## src/rtl/stopwatch_pkg.sv

```systemverilog
// Shared types and constants for the stopwatch counting engine.
package stopwatch_pkg;

  localparam int unsigned DIGIT_W = 4;

  typedef logic [DIGIT_W-1:0] bcd_t;

  typedef enum logic [1:0] {
    IDLE   = 2'd0,
    RUN    = 2'd1,
    PAUSED = 2'd2
  } state_e;

  localparam bcd_t TENTHS_MAX   = 4'd9;
  localparam bcd_t SEC_ONES_MAX = 4'd9;
  localparam bcd_t SEC_TENS_MAX = 4'd5;
  localparam bcd_t MIN_ONES_MAX = 4'd9;
  localparam bcd_t BCD_ZERO     = 4'd0;

endpackage

```

## src/rtl/tick_edge_detect.sv

```systemverilog
// Three-flop synchroniser with rising-edge detect; one-cycle tick per rising edge of level_in.
module tick_edge_detect (
  input  logic clk,
  input  logic rst,
  input  logic level_in,
  output logic tick_out
);

  logic s1_q;
  logic s2_q;
  logic s3_q;

  always_ff @(posedge clk or negedge rst) begin
    if (!rst) begin
      s1_q <= 1'b0;
      s2_q <= 1'b0;
      s3_q <= 1'b0;
    end else begin
      s1_q <= level_in;
      s2_q <= s1_q;
      s3_q <= s2_q;
    end
  end

  // s1 is metastability settling only; the edge is taken between s2 and s3
  assign tick_out = s2_q & ~s3_q;

endmodule

```

## src/rtl/stopwatch_core.sv

```systemverilog
// Stopwatch engine: start/pause/clear FSM plus a BCD MM:SS.t counter advanced by 10 Hz ticks.
module stopwatch_core
  import stopwatch_pkg::*;
#(
  parameter int unsigned MINUTES_MAX = 59
) (
  input  logic               clk,
  input  logic               rst,
  input  logic               tenHzClk,
  input  logic               start_stop,
  input  logic               clear,
  output logic               running,
  output logic [DIGIT_W-1:0] tenths,
  output logic [DIGIT_W-1:0] sec_ones,
  output logic [DIGIT_W-1:0] sec_tens,
  output logic [DIGIT_W-1:0] min_ones,
  output logic [DIGIT_W-1:0] min_tens,
  output logic               wrap
);

  localparam bcd_t MIN_TENS_LIM = bcd_t'(MINUTES_MAX / 10);
  localparam bcd_t MIN_ONES_LIM = bcd_t'(MINUTES_MAX % 10);

  logic   tick;
  state_e state_q,    state_d;
  bcd_t   tenths_q,   tenths_d;
  bcd_t   sec_ones_q, sec_ones_d;
  bcd_t   sec_tens_q, sec_tens_d;
  bcd_t   min_ones_q, min_ones_d;
  bcd_t   min_tens_q, min_tens_d;
  logic   wrap_q,     wrap_d;
  logic   running_q;

  tick_edge_detect u_tick (
    .clk      (clk),
    .rst      (rst),
    .level_in (tenHzClk),
    .tick_out (tick)
  );

  always_ff @(posedge clk or negedge rst) begin
    if (!rst) begin
      state_q    <= IDLE;
      tenths_q   <= BCD_ZERO;
      sec_ones_q <= BCD_ZERO;
      sec_tens_q <= BCD_ZERO;
      min_ones_q <= BCD_ZERO;
      min_tens_q <= BCD_ZERO;
      wrap_q     <= 1'b0;
      running_q  <= 1'b0;
    end else begin
      state_q    <= state_d;
      tenths_q   <= tenths_d;
      sec_ones_q <= sec_ones_d;
      sec_tens_q <= sec_tens_d;
      min_ones_q <= min_ones_d;
      min_tens_q <= min_tens_d;
      wrap_q     <= wrap_d;
      running_q  <= (state_d == RUN);
    end
  end

  always_comb begin
    state_d    = state_q;
    tenths_d   = tenths_q;
    sec_ones_d = sec_ones_q;
    sec_tens_d = sec_tens_q;
    min_ones_d = min_ones_q;
    min_tens_d = min_tens_q;
    wrap_d     = 1'b0;

    if (clear) begin
      // clear overrides both start_stop and a coincident tick
      state_d    = IDLE;
      tenths_d   = BCD_ZERO;
      sec_ones_d = BCD_ZERO;
      sec_tens_d = BCD_ZERO;
      min_ones_d = BCD_ZERO;
      min_tens_d = BCD_ZERO;
    end else begin
      if ((state_q == RUN) && tick) begin
        if (tenths_q != TENTHS_MAX) begin
          tenths_d = tenths_q + 4'd1;
        end else begin
          tenths_d = BCD_ZERO;
          if (sec_ones_q != SEC_ONES_MAX) begin
            sec_ones_d = sec_ones_q + 4'd1;
          end else begin
            sec_ones_d = BCD_ZERO;
            if (sec_tens_q != SEC_TENS_MAX) begin
              sec_tens_d = sec_tens_q + 4'd1;
            end else begin
              sec_tens_d = BCD_ZERO;
              if ((min_tens_q == MIN_TENS_LIM) && (min_ones_q == MIN_ONES_LIM)) begin
                min_ones_d = BCD_ZERO;
                min_tens_d = BCD_ZERO;
                wrap_d     = 1'b1;
              end else if (min_ones_q == MIN_ONES_MAX) begin
                min_ones_d = BCD_ZERO;
                min_tens_d = min_tens_q + 4'd1;
              end else begin
                min_ones_d = min_ones_q + 4'd1;
              end
            end
          end
        end
      end

      // counting above uses the current state, so a tick with start_stop in RUN still counts
      case (state_q)
        IDLE:    if (start_stop) state_d = RUN;
        RUN:     if (start_stop) state_d = PAUSED;
        PAUSED:  if (start_stop) state_d = RUN;
        default: state_d = IDLE;
      endcase
    end
  end

  assign running  = running_q;
  assign tenths   = tenths_q;
  assign sec_ones = sec_ones_q;
  assign sec_tens = sec_tens_q;
  assign min_ones = min_ones_q;
  assign min_tens = min_tens_q;
  assign wrap     = wrap_q;

endmodule

```

## config.mk

```make
export PLATFORM = sky130hd
export DESIGN_NAME = stopwatch_core
export DESIGN_NICKNAME = d
export VERILOG_FILES = /design/src/rtl/stopwatch_pkg.sv /design/src/rtl/tick_edge_detect.sv /design/src/rtl/stopwatch_core.sv
export SDC_FILE = /design/constraint.sdc
export NUM_CORES = 1
export LEC_CHECK = 0
export BUFFER_PORTS_ARGS = -buffer_cell sky130_fd_sc_hd__buf_2
export CORE_ASPECT_RATIO = 0.8
export CORE_UTILIZATION = 54
export DETAILED_ROUTE_END_ITERATION = 10
export PLACE_DENSITY_LB_ADDON = 0.2
export REMOVE_ABC_BUFFERS = 1
export SLEW_MARGIN = 10
export SYNTH_ARGS = -nofsm -noshare
export SYNTH_HDL_FRONTEND = slang
export SYNTH_SLANG_ARGS = --single-unit
```

## constraint.sdc

```tcl
create_clock -name clk -period 2.3 [get_ports clk]
set_clock_uncertainty 0.2 [all_clocks]
set_input_delay 0.46 -clock clk [delete_from_list [all_inputs] [get_ports clk]]
set_output_delay 0.46 -clock clk [all_outputs]
set_load 0.05 [all_outputs]
```

Yosys cells after proc, flatten, opt, wreduce, memory -nomap -nowiden
Index checks and enable logic that the tools add are counted.
{ "word_totals": {"wordCells": 75, "output_inout_bits": 22, "regBits": 27, "in_bits": 5} }
{ "op_classes": {"eq_ne": 11, "addsub": 5, "n_mux": 36, "n_bitwise": 2, "n_reduce_logical": 10} }
{ "op_table": {"columns": ["op", "n"], "rows": [
  ["$mux W4", 26],
  ["$add A4 B1 Y4 const B", 5],
  ["$ne A4 B4 Y1 const B", 2],
  ["$mux W1", 6],
  ["$mux W2", 3],
  ["$ne A2 B2 Y1 const B", 3],
  ["$reduce_and A5 Y1", 1],
  ["$eq A2 B1 Y1 const B", 2],
  ["$eq A4 B3 Y1 const B", 1],
  ["$eq A4 B4 Y1 const B", 1],
  ["$ne A4 B3 Y1 const B", 1],
  ["$pmux W2 S2", 1],
  ["$reduce_and A4 Y1", 1],
  ["$reduce_and A3 Y1", 1],
  ["$reduce_bool A3 Y1", 1],
  ["$eq A2 B2 Y1 const B", 1],
  ["$logic_and A1 B1 Y1", 2],
  ["$logic_not A2 Y1", 1],
  ["$reduce_and A2 Y1", 1],
  ["$reduce_bool A2 Y1", 1],
  ["$reduce_or A2 Y1", 1],
  ["$and A1 B1 Y1", 1],
  ["$not A1 Y1", 1]
]} }

Logic depth before layout (Yosys ltp)
Gate-level depths: netlist (run 1).
{ "logic_depth": {"depth_word": 8, "ltp_mapped": 8, "depth_no_buf": 6} }

By module
A second synthesis (run 1) with hierarchy kept.
{ "unflattened": {"hier_cells": 151, "hier_area_um2": 1477.7} }
{ "by_module_without_submodules": {"columns": ["mod", "cells_per_inst", "instances", "area_each_um2"], "rows": [
  ["stopwatch_core", 147, 1, 1388.8],
  ["tick_edge_detect", 4, 1, 88.8]
]} }

Worst setup path after synthesis (run 1)
No wires, ideal clock.
{ "synth_path": {"path_kind": "register to register", "startpoint": "register tenths_q[0] (netlist: tenths[0])", "endpoint": "register min_tens_q[1] (netlist: min_tens[1])", "n_path_buf": 1, "setup_ps": 78, "setup_slack_ps": 78, "stages_incl_launch_ff": 7, "period_less_slack_ps": 2222, "arrival_time_ps": 1944, "cell_sequence": "dfrtp_1 -> ha_1 -> and3b_1 -> buf_4 -> nand3_4 -> or4_1 -> a21oi_1"} }
{ "synth_via": {"elab_chain_cells": 3} }
{ "synth_lines": {"columns": ["item", "line", "source"], "rows": [
  ["start, declared", "stopwatch_core.sv:26", "bcd_t tenths_q, tenths_d;"],
  ["start signal, assigned", "stopwatch_core.sv:53", "tenths_q <= tenths_d;"],
  ["$ne A4 B4 Y1", "stopwatch_core.sv:82", "if (tenths_q != TENTHS_MAX) begin"],
  ["$ne A2 B2 Y1 (no source line)", null, null],
  ["$reduce_and A5 Y1 (no source line)", null, null],
  ["end signal, assigned", "stopwatch_core.sv:57", "min_tens_q <= min_tens_d;"],
  ["end, declared", "stopwatch_core.sv:30", "bcd_t min_tens_q, min_tens_d;"]
]} }
Every way passes these cells.
A chain may end at the register's enable or synchronous reset.

Final worst setup path (run 1)
{ "layout_path": {"startpoint": "register tenths_q[1] (netlist: tenths[1])", "endpoint": "register min_tens_q[0] (netlist: min_tens[0])"} }
The elaborated chain is that of the path after synthesis.

==> results of run 1 <==
==> cell families after synthesis <==
group / count (synthesis)
xor+xnor: 2
mux: 2
fa+ha+maj: 10
simple gates: 68
compound gates: 29
buf+inv: 14
flops: 27
==> report_power, final <==
group          switching (mW)  total [mW]  internal [mW]
Clock                   0.140       0.208         0.0681
Combinational          0.0316      0.0430         0.0115
Sequential            0.00471       0.486          0.481
Total                   0.176       0.737          0.561
==> cell type report <==
cell class / count / area [um^2]
repair buffers: 28 / 148
flip-flops and latches: 27 / 676
clock buffers: 4 / 26.3
multi-input cells: 111 / 717
fillers: 215 / 865
inverters: 7 / 26.3
well taps: 36 / 45.0
==> state kept, by name, summed over array words and instances (netlist names), 2 cells and up <==
register,flops
min_tens,4
state_q,2
sec_ones,4
sec_tens,4
tenths,4
min_ones,4
==> cell usage in the layout, fill, tap and decap left out, drive strengths merged <==
cell,count
nand2,12
and4,1
dlygate4sd3,1
and4bb,1
nand3,6
dfrtp,27
nor3b,1
or4,3
mux2i,1
mux2,1
nor4,2
and2,3
a31oi,1
a41oi,1
and3,1
nor2,13
nor2b,2
nor4b,1
a21oi,16
nand4,1
ha,10
clkbuf,4
o21ai,11
nand4bb,1
xor2,1
buf,27
xnor2,1
inv,7
or3,5
nand3b,4
and3b,4
nor3,7
==> final timing paths <==
path / end / slack (ns)
setup / recovery: min_tens[0] / 0.19
hold / removal: u_tick.s1_q / 0.04
setup reg to reg: min_tens[0] / 0.19
hold reg to reg: u_tick.s2_q / 0.18
max in group asynchronous: min_tens[0] / 1.06
min in group asynchronous: sec_ones[0] / 0.43
==> layer usage <==
layer  GRT usage, %  part of all wire (%)  vias to the layer above
met4           7.36                   1.3                        0
met2           34.4                    47                       20
met1           29.3                    48                      561
met5              0                     0                        -
li1               -                     -                      586
met3           5.61                   3.3                        5
==> stage by stage <==
step | worst slack (ns) | total power [mW] | hold WS (ns) | cell area [um^2] | setup TNS (ns)
2_1_floorplan | -0.0128 | 0.512 | -0.0356 | 1420 | -0.0128
3_3_place_gp | 0.238 | 0.537 | 0.137 | 1600 | 0
3_5_place_dp | 0.153 | 0.538 | 0.154 | 1600 | 0
4_1_cts | 0.127 | 0.745 | 0.0224 | 1640 | 0
5_1_grt | 0.0494 | 0.766 | 0.0147 | 1640 | 0
6_report | 0.194 | 0.737 | 0.0370 | 1640 | 0
==> what timing repair did <==
item                                    in CTS  in global routing
gates resized for setup                      0                  1
endpoints found under the hold margin       27                  0
hold buffers                                 1                  0
endpoints found under the setup margin       0                  1
==> flow_summary.yaml, run 1 <==
die:
  start_util_pct: 58.5
  fp.dieW_um: 60.2
  row_count: 16
  dieArea_mm2: 0.00292
  pin_count: 27
  die_h_um: 48.6
  coreArea_mm2: 0.00250
grt:
  grt_pass1_wl_mm: 4.84
  track_usage_pct: 22.0
  grt.overflow.total: 0
  grt_max_degree: 28
  grt_pass1_vias: 1088
  antenna_found_initial: 0
cts:
  cts_inserted_buffers: 3
  htreeDepth: 1
  clk_latency_ns: 0.34
  postCtsSetupBuffers: 0
  clk_pin_slew_ns: 0.15
  cts_sinks: 27
  cts_buffer_depth: 2
  tritoncts: "built"
  cts-root-buf: "clkbuf_4"
final_layout:
  stdcell_count: 213
  drive_gt1_share_pct: 20.3
  area_growth_syn_to_layout_pct: 11.9
  nNetsFinal: 193
  fin_util_pct: 65.5
  antenna_cells: 0
timing:
  setup_viol: 0
  drv_slew: 0
  maxSlewHeadroom_pct: 60.9
  hold_violations: 0
  rsz0062_at_grt: "no"
  fin_crit_sh_pct: 91.6
  period_needed_ns: 2.11
  worst_pin_slew_ns: 0.587
  max_freq_mhz: 475
placement:
  place_congestion: 0.823
  placed_cells: 208
  port_buffers: 26
  hpwlAfterDp_mm: 2.04
drt:
  final_antenna_net_count: 0
  wirelength_mm: 2.86
  drt_drc_violations_left: 0
  drtIter0Drc: 56
  post_drt_wl_per_cell_um: 13.4
  first_pass_iters: 4
  vias_per_cell: 5.50
  via_count: 1172
yosys:
  synth-edff-count: 0
  synth_top_family_by_area: "simple AND/OR/NAND/NOR gates"
  synth_compound_area_share_pct: 10.3
  muxShareOfSynthArea_pct: 1.45
  yosys.area_share.simple_pct: 27.4
  avgSynthCellArea_um2: 9.63
  yosys-top-cells-count: "dfrtp_1, a21oi_1, nor2_1"
  netlist.area_leader.share_pct: 46.2
  synth_most_common_cell: "dfrtp_1"
  syn_inst: 152
  synth_top_cells_by_area: "dfrtp_1, ha_1, a21oi_1, o21ai_0, nor2_1"
  async_flop_share_pct: 100
  ys_seq_elements: 27
  synthAdderAreaFrac_pct: 8.55
  synth_top_cell_by_area: "dfrtp_1"
  syn_area_mm2: 0.00146
  synthXorXnorAreaFrac_pct: 1.20
  ys_warn_count: 0
  ys.flop_type: "dfrtp_1"
  ys_seq_area_share_pct: 46.2
  ys_types: 35
worst_setup_path:
  worstPathCellList: "inv_1 -> ha_1 -> and3b_2 -> nand3_4 -> or4_1 -> a21oi_1"
  slowest_delay_ns: 0.54
  start_kind: "flop"
  crit_arrival_ns: 2.16
  worst-path-buf-inv: 1
  crit_fanout: 14
  criticalPathCategory: "reg2reg"
  cp.depth: 6
  startpoint: "tenths[1]"
  rr_startpoint: "tenths[1]"
  crit_required_ns: 2.35
  crit_family: "simple AND/OR/NAND/NOR gates"
  end_kind: "flop"
  cpMaxStageDelayCell: "or4_1"
  reg2reg_depth: 6
power_and_ir_drop:
  ir_drop_uv: 426
  leakage_nw: 0.760
  power_density_mw_per_mm2: 450
flow_run:
  drv_cap: 0
run_status:
  status: "completed"
worst_hold_path:
  hold_class: "in2reg"
  min_delay_path_depth: 1
  min-delay-start: "tenHzClk"
Power figures use the tool's default switching activity.
==> inputs of run 2 (changes only) <==
--- a/config.mk
+++ b/config.mk
@@ -10,6 +10,7 @@
 export CORE_UTILIZATION = 54
 export DETAILED_ROUTE_END_ITERATION = 10
 export PLACE_DENSITY_LB_ADDON = 0.2
+export RECOVER_POWER = 50
 export REMOVE_ABC_BUFFERS = 1
 export SLEW_MARGIN = 10
 export SYNTH_ARGS = -nofsm -noshare
==> run 2 against run 1 <==
Critical path depth is the same. Combinational power decreased by 2%. Die area unchanged. Clock power increased by 2%. Final cell count stayed put. First-iteration DRC count decreased by 1.8%. Setup slack improved by 0.0068 ns. Hold slack worse by 0.0072 ns. Core utilization down 0.25 points. Critical endpoint unchanged.
==> flow_summary.yaml, run 2 (same netlist as run 1, synthesis figures left out) <==
worst_hold_path:
  min-delay-start: "tenHzClk"
  hold_class: "in2reg"
  min_delay_path_depth: 1
  holdPathEnd: "u_tick.s1_q"
die:
  coreArea_mm2: 0.00250
  die_h_um: 48.6
  fp.dieW_um: 60.2
  start_util_pct: 58.5
  row_count: 16
  pin_count: 27
  dieArea_mm2: 0.00292
grt:
  grt_max_degree: 28
  grt_pass1_wl_mm: 4.84
  grt.overflow.total: 0
  antenna_found_initial: 0
  grt_pass1_vias: 1088
  track_usage_pct: 22.0
cts:
  cts_sinks: 27
  clk_latency_ns: 0.34
  tritoncts: "built"
  clk_pin_slew_ns: 0.15
  htreeDepth: 1
  cts_buffer_depth: 2
  cts_inserted_buffers: 3
  cts-root-buf: "clkbuf_4"
final_layout:
  nFillCells: 216
  final_area_mm2: 0.00163
  area_growth_syn_to_layout_pct: 11.5
  nNetsFinal: 193
  stdcell_count: 213
  final_cell_mix: "dfrtp_1, buf_2, a21oi_1"
  drive_gt1_share_pct: 18.6
  antenna_cells: 0
  layout_commonest_cell: "dfrtp_1"
worst_setup_path:
  r2r_setup_slack_ns: 0.20
  start_kind: "flop"
  reg2reg_depth: 6
  startpoint: "tenths[1]"
  reg2reg_to: "min_tens[0]"
  end_kind: "flop"
  crit_fanout: 14
  criticalPathCategory: "reg2reg"
  crit_arrival_ns: 2.16
  crit_required_ns: 2.36
  rr_startpoint: "tenths[1]"
drt:
  wirelength_mm: 2.87
  first_pass_iters: 4
  vias_per_cell: 5.52
  final_antenna_net_count: 0
  drtIter0Drc: 55
  post_drt_wl_per_cell_um: 13.5
  drt_drc_violations_left: 0
  via_count: 1176
timing:
  tns_ns: 0
  fin_crit_sh_pct: 91.3
  worst_pin_slew_ns: 0.654
  whs_ns: 0.0298
  setup_viol: 0
  hold_violations: 0
  maxSlewHeadroom_pct: 56.4
  max_freq_mhz: 476
  drv_slew: 0
  rsz0062_at_grt: "no"
  period_needed_ns: 2.10
placement:
  hpwlAfterDp_mm: 2.04
  placed_cells: 208
  place_congestion: 0.823
  place_area_mm2: 0.00160
  port_buffers: 26
power_and_ir_drop:
  ir_drop_uv: 455
  leakage_nw: 0.747
  power_density_mw_per_mm2: 454
  power_mw: 0.741
flow_run:
  drv_cap: 0
run_status:
  status: "completed"
==> run 2: cell type report <==
class / count / area (um^2) / area share (%)
sequential: 27 / 676 / 41.4
multi-input combinational: 111 / 717 / 43.9
timing repair buffer: 28 / 141 / 8.67
tap: 36 / 45.0 / 2.76
clock buffer: 4 / 26.3 / 1.61
inverter: 7 / 26.3 / 1.61
==> run 2: worst max-delay path by stage <==
stage	end	slack (ns)	cells after the start
global route	min_tens[1]	0.05	6
finish	min_tens[0]	0.20	6
floorplan	min_tens[1]	-0.01	5
global placement	min_tens[1]	0.24	6
detailed placement	min_tens[3]	0.15	6
CTS	min_tens[1]	0.13	6
==> run 2: worst max-delay path, cell delays in order, from the launching register on <==
cell	delay [ns]
dfrtp_1	0.45
inv_1	0.07
ha_1	0.17
and3b_2	0.29
nand3_4	0.16
or4_1	0.54
a21oi_1	0.13
==> run 2: report_power, final <==
part	internal [mW]	switching [mW]	total, mW	leakage (nW)
Sequential	0.481	0.00470	0.486	0.368
Clock	0.0682	0.144	0.212	0.0150
Combinational	0.0106	0.0316	0.0422	0.364
Total	0.560	0.181	0.741	0.747
==> run 2: what timing repair did <==
item,4_1_cts,5_1_grt
hold buffers,1,0
endpoints found under the hold margin,27,0
buffers inserted,0,0
setup endpoints to repair,0,1
resized for setup,0,1
==> run 2: per-stage QoR <==
stage / worst slack (ns) / utilization, %
2_1_floorplan: -0.0128 / -
3_3_place_gp: 0.238 / 63.9
3_5_place_dp: 0.153 / 63.9
4_1_cts: 0.127 / 65.4
5_1_grt: 0.0497 / 65.2
6_report: 0.201 / 65.2
==> run 2: per-layer routing <==
| metal | vias up | track usage [%] | share of wire, % |
|---|---|---|---|
| met5 | - | 0 | 0 |
| met3 | 5 | 5.61 | 3.3 |
| met4 | 0 | 7.36 | 1.3 |
| li1 | 585 | - | - |
| met1 | 564 | 29.3 | 48 |
| met2 | 22 | 34.4 | 48 |
